--- src/rtl/display_output_pkg.sv ---
// Shared types and helpers for the display output path.
// NUM_DIGITS is limited to 8 because an_onehot_low returns 8 bits.
package display_output_pkg;

  typedef enum logic {
    ST_ACTIVE = 1'b0,
    ST_BLANK  = 1'b1
  } state_t;

  localparam logic [7:0] SEG_OFF    = 8'hFF;
  localparam int         MAX_DIGITS = 8;

  // Active-low one-hot anode word: only the anode of digit idx is driven low.
  // Callers size-cast the result down to their own digit count.
  function automatic logic [MAX_DIGITS-1:0] an_onehot_low(input logic [2:0] idx);
    an_onehot_low = ~(8'b0000_0001 << idx);
  endfunction

endpackage

--- src/rtl/seg_scan_counter.sv ---
// Free-running digit scan counter for multiplexed 7-segment displays.
// Each digit stays selected for REFRESH_DIV clocks, then the next digit is selected.
module seg_scan_counter #(
  parameter int REFRESH_DIV = 100000,
  parameter int NUM_DIGITS  = 4,
  parameter int DIG_W       = (NUM_DIGITS > 1) ? $clog2(NUM_DIGITS) : 1
) (
  input  logic             i_clock,
  input  logic             i_resetN,
  output logic [DIG_W-1:0] o_digitIdx
);

  localparam int CNT_W = $clog2(REFRESH_DIV);

  logic [CNT_W-1:0] r_refreshCnt;
  logic [DIG_W-1:0] r_digitIdx;

  // Count out the refresh period and step to the next digit on each wrap.
  always_ff @(posedge i_clock or negedge i_resetN) begin
    if (!i_resetN) begin
      r_refreshCnt <= '0;
      r_digitIdx   <= '0;
    end else if (r_refreshCnt == CNT_W'(REFRESH_DIV - 1)) begin
      r_refreshCnt <= '0;
      if (r_digitIdx == DIG_W'(NUM_DIGITS - 1)) begin
        r_digitIdx <= '0;
      end else begin
        r_digitIdx <= r_digitIdx + DIG_W'(1);
      end
    end else begin
      r_refreshCnt <= r_refreshCnt + CNT_W'(1);
    end
  end

  assign o_digitIdx = r_digitIdx;

endmodule

--- src/rtl/display_output_arbiter.sv ---
// Selects one task channel by flag and drives the 7-seg anodes, segments and LEDs.
// A selection change forces a blanking interval so no mixed frame reaches the pins.
module display_output_arbiter
  import display_output_pkg::*;
#(
  parameter int NUM_TASKS    = 5,
  parameter int SEL_W        = 3,
  parameter int NUM_DIGITS   = 4,
  parameter int LED_W        = 16,
  parameter int REFRESH_DIV  = 100000,
  parameter int BLANK_CYCLES = 1000
) (
  input  logic                              CLOCK,
  input  logic                              RESET_N,
  input  logic [SEL_W-1:0]                  flag,
  input  logic [NUM_TASKS*NUM_DIGITS*8-1:0] task_seg,
  input  logic [NUM_TASKS*LED_W-1:0]        task_led,
  input  logic [NUM_TASKS-1:0]              task_led_en,
  output logic [NUM_DIGITS-1:0]             AN,
  output logic [7:0]                        SEG,
  output logic [LED_W-1:0]                  led,
  output logic                              switching
);

  localparam int DIG_W   = (NUM_DIGITS > 1) ? $clog2(NUM_DIGITS) : 1;
  localparam int BLANK_W = (BLANK_CYCLES > 1) ? $clog2(BLANK_CYCLES) : 1;
  localparam logic [BLANK_W-1:0] BLANK_LOAD = BLANK_W'(BLANK_CYCLES - 1);

  logic [SEL_W-1:0]      r_flagMeta;
  logic [SEL_W-1:0]      r_flagSync;
  state_t                r_state;
  state_t                w_stateNext;
  logic [BLANK_W-1:0]    r_blankCnt;
  logic [BLANK_W-1:0]    w_blankCntNext;
  logic [SEL_W-1:0]      r_target;
  logic [SEL_W-1:0]      w_targetNext;
  logic [SEL_W-1:0]      r_activeSel;
  logic [SEL_W-1:0]      w_activeSelNext;
  logic [DIG_W-1:0]      w_digitIdx;
  logic                  w_selHit;
  logic [7:0]            w_segPick;
  logic [LED_W-1:0]      w_ledPick;
  logic                  w_ledEnPick;
  logic [NUM_DIGITS-1:0] w_anNext;
  logic [7:0]            w_segNext;
  logic [LED_W-1:0]      w_ledNext;

  seg_scan_counter #(
    .REFRESH_DIV (REFRESH_DIV),
    .NUM_DIGITS  (NUM_DIGITS),
    .DIG_W       (DIG_W)
  ) u_scan (
    .i_clock    (CLOCK),
    .i_resetN   (RESET_N),
    .o_digitIdx (w_digitIdx)
  );

  // Two-flop synchroniser for the switch-driven flag input.
  always_ff @(posedge CLOCK or negedge RESET_N) begin
    if (!RESET_N) begin
      r_flagMeta <= '0;
      r_flagSync <= '0;
    end else begin
      r_flagMeta <= flag;
      r_flagSync <= r_flagMeta;
    end
  end

  // FSM state, blank countdown, pending target and committed selection.
  always_ff @(posedge CLOCK or negedge RESET_N) begin
    if (!RESET_N) begin
      r_state     <= ST_BLANK;
      r_blankCnt  <= BLANK_LOAD;
      r_target    <= '0;
      r_activeSel <= '0;
    end else begin
      r_state     <= w_stateNext;
      r_blankCnt  <= w_blankCntNext;
      r_target    <= w_targetNext;
      r_activeSel <= w_activeSelNext;
    end
  end

  // Next-state logic: any new request (re)starts a full blank before it is committed.
  always_comb begin
    w_stateNext     = r_state;
    w_blankCntNext  = r_blankCnt;
    w_targetNext    = r_target;
    w_activeSelNext = r_activeSel;
    case (r_state)
      ST_ACTIVE: begin
        if (r_flagSync != r_activeSel) begin
          w_stateNext    = ST_BLANK;
          w_targetNext   = r_flagSync;
          w_blankCntNext = BLANK_LOAD;
        end
      end
      ST_BLANK: begin
        if (r_flagSync != r_target) begin
          w_targetNext   = r_flagSync;
          w_blankCntNext = BLANK_LOAD;
        end else if (r_blankCnt == '0) begin
          w_stateNext     = ST_ACTIVE;
          w_activeSelNext = r_target;
        end else begin
          w_blankCntNext = r_blankCnt - BLANK_W'(1);
        end
      end
      default: begin
        w_stateNext = ST_BLANK;
      end
    endcase
  end

  // Pick the selected task's current digit pattern and LED word; an out-of-range selection matches nothing.
  always_comb begin
    w_selHit    = 1'b0;
    w_segPick   = SEG_OFF;
    w_ledPick   = '0;
    w_ledEnPick = 1'b0;
    for (int t = 0; t < NUM_TASKS; t++) begin
      if (r_activeSel == SEL_W'(t)) begin
        w_selHit    = 1'b1;
        w_ledPick   = task_led[t*LED_W +: LED_W];
        w_ledEnPick = task_led_en[t];
        for (int d = 0; d < NUM_DIGITS; d++) begin
          if (w_digitIdx == DIG_W'(d)) begin
            w_segPick = task_seg[(t*NUM_DIGITS + d)*8 +: 8];
          end
        end
      end
    end
  end

  // Output values: dark in BLANK or with an invalid selection, otherwise the scanned digit.
  always_comb begin
    w_anNext  = '1;
    w_segNext = SEG_OFF;
    w_ledNext = '0;
    if (r_state == ST_ACTIVE && w_selHit) begin
      w_anNext  = NUM_DIGITS'(an_onehot_low(3'(w_digitIdx)));
      w_segNext = w_segPick;
      w_ledNext = w_ledEnPick ? w_ledPick : '0;
    end
  end

  // Register all pin outputs so the pins never see combinational glitches.
  always_ff @(posedge CLOCK or negedge RESET_N) begin
    if (!RESET_N) begin
      AN        <= '1;
      SEG       <= SEG_OFF;
      led       <= '0;
      switching <= 1'b1;
    end else begin
      AN        <= w_anNext;
      SEG       <= w_segNext;
      led       <= w_ledNext;
      switching <= (r_state == ST_BLANK);
    end
  end

endmodule

--- config.mk ---
export PLATFORM = sky130hd
export DESIGN_NAME = display_output_arbiter
export DESIGN_NICKNAME = d
export VERILOG_FILES = /design/src/rtl/display_output_pkg.sv /design/src/rtl/seg_scan_counter.sv /design/src/rtl/display_output_arbiter.sv
export SDC_FILE = /design/constraint.sdc
export NUM_CORES = 1
export LEC_CHECK = 0
export BUFFER_PORTS_ARGS = -buffer_cell sky130_fd_sc_hd__buf_2
export CAP_MARGIN = 40
export CORE_MARGIN = 3
export CORE_UTILIZATION = 35
export CTS_CLUSTER_SIZE = 28
export DETAILED_ROUTE_END_ITERATION = 10
export PLACE_DENSITY = 0.75
export RECOVER_POWER = 50
export SYNTH_ARGS = -nofsm -noshare
export SYNTH_HDL_FRONTEND = slang
export SYNTH_SLANG_ARGS = --single-unit
--- constraint.sdc ---
create_clock -name CLOCK -period 3 [get_ports CLOCK]
set_input_delay 0.15 -clock CLOCK [delete_from_list [all_inputs] [get_ports CLOCK]]
set_output_delay 0.15 -clock CLOCK [all_outputs]
set_load 0.05 [all_outputs]
==> results by group, run 1 <==
Detailed routing
  • Drt first pass iters: 5
  • Drt wl/cell: 20.40 um
  • WL final: 19.83 mm
  • Vias per inst: 5.753
  • Detailed-route via count: 5592
  • Remaining antenna violation count: 0
  • Starting DRT DRC Count: 501
  • DR DRC count: 0

Timing
  • RSZ-0062 raised after global routing: no
  • Setup Viol. Count Final: 0
  • Final-report max-slew violation count: 34
  • Setup TNS: 0 ps
  • Hold violation count in the final report: 0
  • Worst Skew: 4.599 ps
  • Worst-Margin Slew: 1857 ps
  • Worst slew margin: -0.2381
  • Final hold slack: 80.74 ps
  • Final Cycle Share: 0.8603
  • Fmax: 0.3875 GHz
  • Final worst path period need: 2581 ps

Layout
  • Most frequent cells in the layout: 263 x buf_2, 49 x dfrtp_1, 40 x nor2_1
  • Area growth syn-to-layout: 38.88%
  • Filler Cell Count: 1312
  • Layout cells sized above 1: 0.4444
  • Commonest non-fill, non-tap cell in the layout: buf_2
  • Nets: 1043

Critical path
  • Startpoint Class: flip-flop
  • Worst EP required: 3240 ps
  • Critical setup path kind: reg2reg
  • Setup crit end kind: flip-flop
  • Crit-path max FO: 16
  • Worst endpoint data arrival time: 2820 ps

Global routing
  • GRT Util Overall: 0.2434
  • Largest net degree at the start of global routing: 39
  • Antenna violations before repair: 2
  • Vias in the first global route: 5433
  • First-pass GRT wire length: 28.59 mm
  • Grt ovf: 0

Synthesis
  • Unique cell type count in the Yosys netlist: 54
  • Post-synthesis register bit count: 71
  • Predominant post-synthesis flop cell: dfrtp_1
  • Warnings, synthesis: 0
  • Syn nets: 779
  • Avg Synthesized Cell Area: 9.340 um^2
  • Syn Inst Count: 523
  • Post-Syn Area: 4885 um^2
  • Post-synth EDFFs: 0
  • Async SR Flop Fraction: 1.000
  • Sequential fraction of the synthesis area: 0.3694

Clock network
  • CTS sink cnt: 71
  • CTS Buf Count: 9
  • Clock root buffer master: clkbuf_16
  • Skew-Pair Late Insertion Delay: 330 ps
  • Longest Clk Path Bufs: 2
  • Htree depth: 3
  • Clock slew seen by the registers of the worst setup and hold paths: 60 ps
  • CTS tree: done
  • Post CTS Setup Buffer Count: 0

Min path
  • Hold Path Class: in2reg

Placed design
  • Dpl hpwl: 15.94 mm
  • Final GP Congestion: 0.8649
  • PortBufs: 278

Job
  • Max Cap Viol: 1

Run status
  • Status: finished with violations
  • Violated checks: capacitance limit, slew limit

Power and ir drop
  • P per Cell Area: 357.0 nW/um^2
  • Power Total: 2.422 mW
  • P_leak: 3.047 nW
  • Peak supply drop: 0.2753 mV

Floorplan
  • IO Count: 279
  • Core area: 13450 um^2
  • Die H: 124.1 um
  • Site Rows: 42
  • Die Area: 15410 um^2
  • Die Width: 124.1 um
  • Starting Density: 0.3631
==> per-layer routing <==
layer	routed length (um)	vias up	global-route usage
li1	-	2549	-
met3	1889	41	0.05767
met2	9311	337	0.3747
met4	559	0	0.1068
met5	0	-	0
met1	8069	2665	0.3264
==> critical path: stages, from the launching register on <==
cell	delay [ps]
dfrtp_1	410
inv_1	90
ha_1	470
inv_1	470
o221ai_1	440
a21oi_1	120
o31ai_1	350
o211ai_1	150
==> final timing paths <==
check	depth (start not counted)	to	from	slack (ps)
max	7	SEG[0]	u_scan.o_digitIdx[1]	420
min	3	led[9]	task_led[73]	80
max reg2reg	7	SEG[0]	u_scan.o_digitIdx[1]	420
min reg2reg	0	r_flagSync[2]	r_flagMeta[2]	350
max in group asynchronous	3	u_scan.r_refreshCnt[4]	RESET_N	970
min in group asynchronous	3	r_blankCnt[3]	RESET_N	960
==> where the power goes <==
part           total, mW  internal, mW  switching [mW]
combinational      0.305         0.173           0.132
clock               1.12         0.724           0.398
sequential         0.994         0.979          0.0153
==> metrics by stage <==
step,cells,worst slack [ps],instance area (um^2),utilization
2_1_floorplan,523,958.3,4885,-
3_3_place_gp,947,594.1,6422,0.4774
3_5_place_dp,948,525.6,6442,0.4789
4_1_cts,968,515.9,6797,0.5052
5_1_grt,970,303.6,6779,0.5039
6_report,972,419.2,6784,0.5043
==> synthesized netlist by cell type (10+ instances only) <==
cell type	instances	area, um^2
nor2b_1	11	68.82
o221ai_1	24	210.2
xor2_1	10	87.58
a22oi_1	32	240.2
o211ai_1	16	120.1
a21oi_1	28	140.1
nand2_1	37	138.9
clkbuf_1	30	112.6
dfstp_2	22	578.1
nor3b_1	10	75.07
nand3_1	36	180.2
nor2_1	40	150.1
mux4_2	17	382.9
o31ai_1	12	90.09
dfrtp_1	49	1226
o21ai_0	20	100.1
xnor2_1	11	96.34
inv_1	11	41.29
==> final cells by class <==
cell class / count / area (um^2) / area share
multi-input combinational: 396 / 2856 / 0.4211
sequential: 71 / 1804 / 0.2660
timing repair buffer: 297 / 1534 / 0.2261
clock buffer: 10 / 229.0 / 0.03375
tap: 176 / 220.2 / 0.03246
clock inverter: 6 / 85.08 / 0.01254
inverter: 12 / 45.04 / 0.006640
antenna: 4 / 10.01 / 0.001475
==> registers in the layout, summed over array words and instances, names as in the netlist <==
name                 cells
u_scan.r_refreshCnt     17
led                     16
r_blankCnt              10
SEG                      8
AN                       4
r_activeSel              3
r_flagMeta               3
r_flagSync               3
r_target                 3
u_scan.o_digitIdx        2
r_state                  1
switching                1
==> cells by family (layout without fill, tap and decap cells) <==
family | after synthesis | count (layout) | synth area share
AOI/OAI and AO/OA | 172 | 172 | 0.2533
and+or+nand+nor | 173 | 173 | 0.1834
DFF | 71 | 71 | 0.3694
muxes | 24 | 24 | 0.09452
other | 0 | 4 | 0
buffers and inverters | 56 | 325 | 0.04636
adders and majority gates | 6 | 6 | 0.01537
xor gates and xnor gates | 21 | 21 | 0.03765
==> what timing repair did <==
action | 4_1_cts | 5_1_grt
hold buffers | 4 | 0
setup endpoints to repair | 0 | 0
gates resized for setup | 0 | 0
hold endpoints to repair | 32 | 0
Note: power is estimated with default switching activity, not from simulation.
==> run 2, diff against run 1 <==
--- a/config.mk
+++ b/config.mk
@@ -13,6 +13,7 @@
 export DETAILED_ROUTE_END_ITERATION = 10
 export PLACE_DENSITY = 0.75
 export RECOVER_POWER = 50
+export REMOVE_ABC_BUFFERS = 1
 export SYNTH_ARGS = -nofsm -noshare
 export SYNTH_HDL_FRONTEND = slang
 export SYNTH_SLANG_ARGS = --single-unit
==> run 2 against run 1 <==
The run still ends with capacitance limit, slew limit left. Wire length fell by 2.8%. Worst setup slack improved by 140 ps. Sequential power barely moved. Combinational power fell by 1%. Clock skew rose by 2.3 ps. Hold slack got worse by 7.3 ps. Via count rose by 0.25%. Clock power rose by 9.8%. Maximum frequency rose by 5.5%. Sequential cell count did not move. Total power rose by 4.4%. Critical path type unchanged.
==> results by group, run 2 (same netlist as run 1, synthesis figures left out) <==
Layout
  • Largest registers: u_scan.r_refreshCnt: 17 flops, led: 16 flops, r_blankCnt: 10 flops
  • Commonest non-fill, non-tap cell in the layout: buf_2
  • Nets: 1042 (-0.096%)
  • Most flops, register: u_scan.r_refreshCnt
  • Max reg flops: 17 (unchanged)
  • Post-route cell area: 6797 um^2 (+0.18%)
  • Core Util, Final: 0.5052 (+0.0009300)
  • Layout cells sized above 1: 0.4425 (-0.001967)
  • Antenna fix cells: 0 (-4)
  • Area growth syn-to-layout: 39.14%
  • Most frequent cells in the layout: 261 x buf_2, 49 x dfrtp_1, 40 x nor2_1

Clock network
  • Post CTS Setup Buffer Count: 0 (unchanged)
  • CTS sink cnt: 71 (unchanged)
  • # resized after CTS: 0 (unchanged)
  • CTS Buf Count: 9 (unchanged)
  • Htree depth: 3 (unchanged)
  • Skew-Pair Late Insertion Delay: 340 ps (about the same)
  • Hold Buf Count CTS: 4 (unchanged)
  • Longest Clk Path Bufs: 2 (unchanged)
  • Clock root buffer master: clkbuf_16
  • CTS tree: done
  • Clock slew seen by the registers of the worst setup and hold paths: 60 ps (about the same)

Floorplan
  • Die H: 124.1 um (unchanged)
  • Core area: 13450 um^2 (unchanged)
  • Starting Density: 0.3631 (unchanged)
  • IO Count: 279 (unchanged)
  • Site Rows: 42 (unchanged)
  • Die Width: 124.1 um (unchanged)
  • Die Area: 15410 um^2 (unchanged)

Min path
  • Min-Delay Path Depth: 3 (unchanged)
  • Hold Path Class: in2reg

Timing
  • Final-report max-slew violation count: 32 (-5.9%)
  • Setup Viol. Count Final: 0 (unchanged)
  • Final hold slack: 73.46 ps (-7.274 ps)
  • Worst Skew: 6.862 ps (+2.263 ps)
  • Final worst path period need: 2445 ps (-135.5 ps)
  • Worst slew margin: -0.1686 (+0.06953)
  • Fmax: 0.4090 GHz (+5.5%)
  • Final Cycle Share: 0.8151 (-0.04517)
  • Worst-Margin Slew: 1753 ps (-104.3 ps)
  • Hold violation count in the final report: 0 (unchanged)
  • RSZ-0062 raised after global routing: no
  • Setup TNS: 0 ps (unchanged)

Power and ir drop
  • Switch Pwr: 0.5450 mW (about the same)
  • Switching share of power: 0.2156 (-0.009555)
  • Clock group share of total power: 0.488 (+0.025)
  • Comb pwr share: 0.119 (-0.007)
  • P_int: 1.983 mW (+5.7%)
  • Peak supply drop: 0.2777 mV (+0.86%)
  • Seq pwr share: 0.393 (-0.017)
  • P_leak: 3.054 nW (+0.24%)
  • P per Cell Area: 371.9 nW/um^2 (+4.2%)

Placed design
  • PortBufs: 278 (unchanged)
  • Final GP Congestion: 0.9476 (+9.6%)
  • Dpl hpwl: 15.10 mm (-5.3%)
  • Placed cell areas: 6435 um^2 (-0.12%)

Detailed routing
  • Starting DRT DRC Count: 397 (-21%)
  • DR DRC count: 0 (unchanged)
  • Vias per inst: 5.797 (+0.77%)
  • Drt wl/cell: 19.94 um (-2.3%)
  • Remaining antenna violation count: 0 (unchanged)
  • Drt first pass iters: 5 (unchanged)
  • WL final: 19.28 mm (-2.8%)
  • Detailed-route via count: 5606 (+0.25%)

Critical path
  • Slowest stage delay, CP: 570 ps (+100 ps)
  • CP most frequent cell: o211ai_1
  • Startpoint Class: flip-flop
  • Critical setup path kind: reg2reg
  • CP max stage cell: or3b_2
  • Crit-path max FO: 11 (-5)
  • Reg2Reg Depth: 7 (unchanged)
  • Worst-path cell chain: inv_1 -> ha_1 -> or3b_2 -> o21ai_0 -> o211ai_1 -> a21oi_1 -> o211ai_1
  • Worst EP required: 3250 ps (about the same)
  • Setup crit end kind: flip-flop
  • Worst endpoint data arrival time: 2690 ps (-130 ps)

Global routing
  • Grt ovf: 0 (unchanged)
  • GRT Util Overall: 0.2401 (-0.003260)
  • Largest net degree at the start of global routing: 41 (+5.1%)
  • Vias in the first global route: 5341 (-1.7%)
  • Antenna violations before repair: 0 (-2)
  • First-pass GRT wire length: 28.18 mm (-1.4%)

Job
  • Max Cap Viol: 1 (unchanged)

Run status
  • Status: finished with violations
  • Violated checks: capacitance limit, slew limit
## run 2: cell types whose count changed in the layout (fill, tap and decap cells not counted)
cell and delta:
buf_2 -2, buf_4 -1, bufinv_16 +1, clkbuf_1 +1, clkbuf_8 +1, clkinvlp_4 -1
diode_2 -4
## run 2: area by class of cell
type                            instances  area (um^2)
Inverter                               12        45.04
Sequential cell                        71         1804
Fill cell                            1326         6656
Multi-Input combinational cell        396         2856
Clock inverter                          6        107.6
Timing Repair Buffer                  296         1524
Tap cell                              176        220.2
Clock buffer                           10        239.0
## run 2: routing by layer
layer / global-route usage / share of wire / vias to the layer above
li1: - / - / 2536
met1: 0.3019 / 0.40 / 2683
met2: 0.4206 / 0.48 / 348
met3: 0.03769 / 0.091 / 39
met4: 0.07871 / 0.027 / 0
met5: 0 / 0 / -
## run 2: final timing paths
kind / from / slack (ps) / to
max: u_scan.o_digitIdx[0] / 550 / SEG[1]
min in group asynchronous: RESET_N / 910 / led[8]
max in group asynchronous: RESET_N / 1060 / SEG[6]
min reg2reg: r_flagMeta[1] / 350 / r_flagSync[1]
max reg2reg: u_scan.o_digitIdx[0] / 550 / SEG[1]
min: task_led[76] / 70 / led[12]
## run 2: through the flow
step	setup slack, ps	instances	power [mW]
finish	554.7	967	2.528
global route	400.1	967	2.624
CTS	603.1	967	2.559
detailed placement	615.7	947	1.305
global placement	630.5	946	1.299
floorplan	358.0	479	1.087
## run 2: critical path, delay by kind of cell, from the launching register on
family                   cells  cell delay [ps]
AO/OA/AOI/OAI                4              850
AND/OR/NAND/NOR              1              570
flip-flops                   1              430
adder cells (fa/ha/maj)      1              390
buffers and inverters        1              110
## run 2: power by group through the flow
stage / Combinational (mW) / Sequential, mW / Clock (mW)
after floorplan: 0.0811 / 1.01 / 0
after global placement: 0.290 / 1.01 / 0
after detailed placement: 0.296 / 1.01 / 0
after CTS: 0.301 / 0.993 / 1.26
after global routing: 0.330 / 0.996 / 1.30
final: 0.301 / 0.993 / 1.23
==> run 3, diff against run 2 <==
--- a/config.mk
+++ b/config.mk
@@ -11,7 +11,7 @@
 export CORE_UTILIZATION = 35
 export CTS_CLUSTER_SIZE = 28
 export DETAILED_ROUTE_END_ITERATION = 10
-export PLACE_DENSITY = 0.75
+export PLACE_DENSITY = 0.78
 export RECOVER_POWER = 50
 export REMOVE_ABC_BUFFERS = 1
 export SYNTH_ARGS = -nofsm -noshare
==> constraint.sdc (replaced) <==
create_clock -name CLOCK -period 2 [get_ports CLOCK]
set_input_delay 0.1 -clock CLOCK [delete_from_list [all_inputs] [get_ports CLOCK]]
set_output_delay 0.1 -clock CLOCK [all_outputs]
set_load 0.05 [all_outputs]
==> run 3 against run 2 <==
The flow now finishes without violations. Die area unchanged. Worst setup slack worse by 550 ps. Core utilization up 3.5 points. Via count up 2.2%. Clock skew down 2.8 ps. Non-clock buffer count up 36. First-iteration DRC count down 1.5%. Global-route usage down 0.18 points. Maximum frequency up 22%. Sequential power up 49%. Largest cell class unchanged. Largest power group unchanged. Highest routed layer unchanged.
==> results by group, run 3 (same netlist as run 1, synthesis figures left out) <==
Global routing
  • Antenna violations before repair: 3 (+3)
  • Vias in the first global route: 5600 (+4.8%)
  • Largest net degree at the start of global routing: 72 (+76%)
  • First-pass GRT wire length: 28.34 mm (+0.56%)
  • Grt ovf: 0 (unchanged)
  • GRT Util Overall: 0.2384 (-0.001752)

Min path
  • Min-Delay Path Depth: 3 (unchanged)
  • WHS Endpoint: led[13]
  • Hold Path Class: in2reg
  • Worst hold start: task_led[77]

Critical path
  • Worst-path cell chain: buf_4 -> ha_4 -> buf_4 -> nor3b_1 -> o31a_1 -> o21ai_0 -> a21oi_1 -> o211ai_1
  • Worst endpoint data arrival time: 2240 ps (-450 ps)
  • Setup crit end kind: flip-flop
  • Critical setup path kind: reg2reg
  • Reg2Reg Depth: 8 (+1)
  • CP bufs+invs: 2 (+1)
  • Startpoint Class: flip-flop
  • CP most frequent cell: buf_4
  • Crit-path max FO: 8 (-3)
  • Critical R2R Capture: SEG[5]
  • R2r setup slk: 2 ps (-550 ps)
  • Slowest stage delay, CP: 440 ps (-130 ps)
  • Reg-to-Reg Start: u_scan.o_digitIdx[0]
  • Cell family with most CP delay: compound AO/OA/AOI/OAI gates
  • CP max stage cell: dfrtp_2
  • Worst EP required: 2240 ps (-1010 ps)
  • Worst Setup SP: u_scan.o_digitIdx[0]

Detailed routing
  • Detailed-route via count: 5727 (+2.2%)
  • Vias per inst: 5.687 (-1.9%)
  • Starting DRT DRC Count: 391 (-1.5%)
  • WL final: 19.31 mm (+0.17%)
  • Remaining antenna violation count: 0 (unchanged)
  • DR DRC count: 0 (unchanged)
  • Drt first pass iters: 6 (+1)
  • Drt wl/cell: 19.18 um (-3.8%)

Layout
  • Area growth syn-to-layout: 48.90%
  • Nets: 1079 (+3.6%)
  • Most frequent cells in the layout: 276 x buf_2, 47 x dfrtp_1, 43 x buf_4
  • Max reg flops: 17 (unchanged)
  • Commonest non-fill, non-tap cell in the layout: buf_2
  • Largest registers: u_scan.r_refreshCnt: 17 flops, led: 16 flops, r_blankCnt: 10 flops
  • Most flops, register: u_scan.r_refreshCnt
  • Core Util, Final: 0.5406 (+0.03544)
  • Layout cells sized above 1: 0.5181 (+0.07564)

Job
  • Max Cap Viol: 0 (-1)

Clock network
  • CTS tree: done
  • CTS sink cnt: 71 (unchanged)
  • Htree depth: 3 (unchanged)
  • Clock slew seen by the registers of the worst setup and hold paths: 60 ps (about the same)
  • Clock root buffer master: clkbuf_16
  • Skew-Pair Late Insertion Delay: 320 ps (-20 ps)
  • CTS Buf Count: 9 (unchanged)
  • Longest Clk Path Bufs: 2 (unchanged)

Timing
  • Final hold slack: 39.32 ps (-34.14 ps)
  • Final Cycle Share: 0.9990 (+0.1839)
  • Setup Viol. Count Final: 0 (unchanged)
  • Worst Skew: 4.018 ps (-2.844 ps)
  • RSZ-0062 raised after global routing: yes
  • Fmax: 0.5005 GHz (+22%)
  • Final worst path period need: 1998 ps (-447.3 ps)
  • Hold violation count in the final report: 0 (unchanged)
  • Final-report max-slew violation count: 0 (-100%)
  • Worst slew margin: 0.3667 (+0.5353)
  • Worst-Margin Slew: 949.9 ps (-802.9 ps)

Floorplan
  • Starting Density: 0.3631 (unchanged)
  • Core area: 13450 um^2 (unchanged)
  • Die H: 124.1 um (unchanged)
  • Die Area: 15410 um^2 (unchanged)
  • IO Count: 279 (unchanged)
  • Site Rows: 42 (unchanged)
  • Die Width: 124.1 um (unchanged)

Placed design
  • PortBufs: 278 (unchanged)
  • Dpl hpwl: 15.33 mm (+1.6%)
  • Final GP Congestion: 1.037 (+9.5%)

Power and ir drop
  • P per Cell Area: 518.0 nW/um^2 (+39%)
  • Peak supply drop: 0.4109 mV (+48%)
  • P_leak: 3.355 nW (+9.9%)

Run status
  • Status: complete, no violations
[run 3: final cells by class]
| type | count | area, um^2 |
|---|---|---|
| Antenna cell | 3 | 7.507 |
| Clock buffer | 10 | 229.0 |
| Clock inverter | 6 | 108.9 |
| Fill cell | 1254 | 6180 |
| Inverter | 12 | 52.55 |
| Multi-Input combinational cell | 396 | 2997 |
| Sequential cell | 71 | 1807 |
| Tap cell | 176 | 220.2 |
| Timing Repair Buffer | 332 | 1844 |
| Timing Repair inverter | 1 | 7.507 |
[run 3: worst min-delay path, cell delays in order]
cell and delay (ps):
buf_2 70, a22oi_1 70, nor2_1 80
[run 3: how the worst max path moves through the flow]
stage	depth (start not counted)	endpoint	slack [ps]
2_1_floorplan	6	SEG[6]	-640
3_3_place_gp	7	SEG[1]	-170
3_5_place_dp	7	SEG[1]	-170
4_1_cts	8	SEG[6]	1
5_1_grt	6	r_blankCnt[3]	-40
6_report	8	SEG[5]	2
[run 3: report_power, final]
group	internal (mW)	switching [mW]	total (mW)
sequential	1.47	0.0158	1.48
combinational	0.278	0.207	0.485
clock	1.22	0.584	1.80
total	2.96	0.807	3.77
[run 3: stage by stage]
stage          setup TNS (ps)  worst slack, ps  std cells  power (mW)  area, um^2
2_1_floorplan          -13510           -642.0        479       1.630        4703
3_3_place_gp           -438.9           -169.5        978       1.963        6693
3_5_place_dp           -577.8           -171.7        978       1.971        6693
4_1_cts                     0            1.094        998       3.796        7094
5_1_grt                -102.9           -36.88       1007       3.915        7273
6_report                    0            1.986       1007       3.767        7273
[run 3: timing repair]
action,in CTS,in global routing
hold buffers,4,0
pin swaps,0,4
setup buffers,0,4
resized for setup,9,38
cloned,0,2
hold endpoints to repair,52,0
setup endpoints to repair,8,16
[run 3: per-layer routing]
layer	vias to the layer above	part of all wire	track usage
li1	2619	-	-
met1	2730	0.40	0.2995
met2	335	0.49	0.4155
met3	43	0.084	0.03179
met4	0	0.027	0.09103
met5	-	0	0
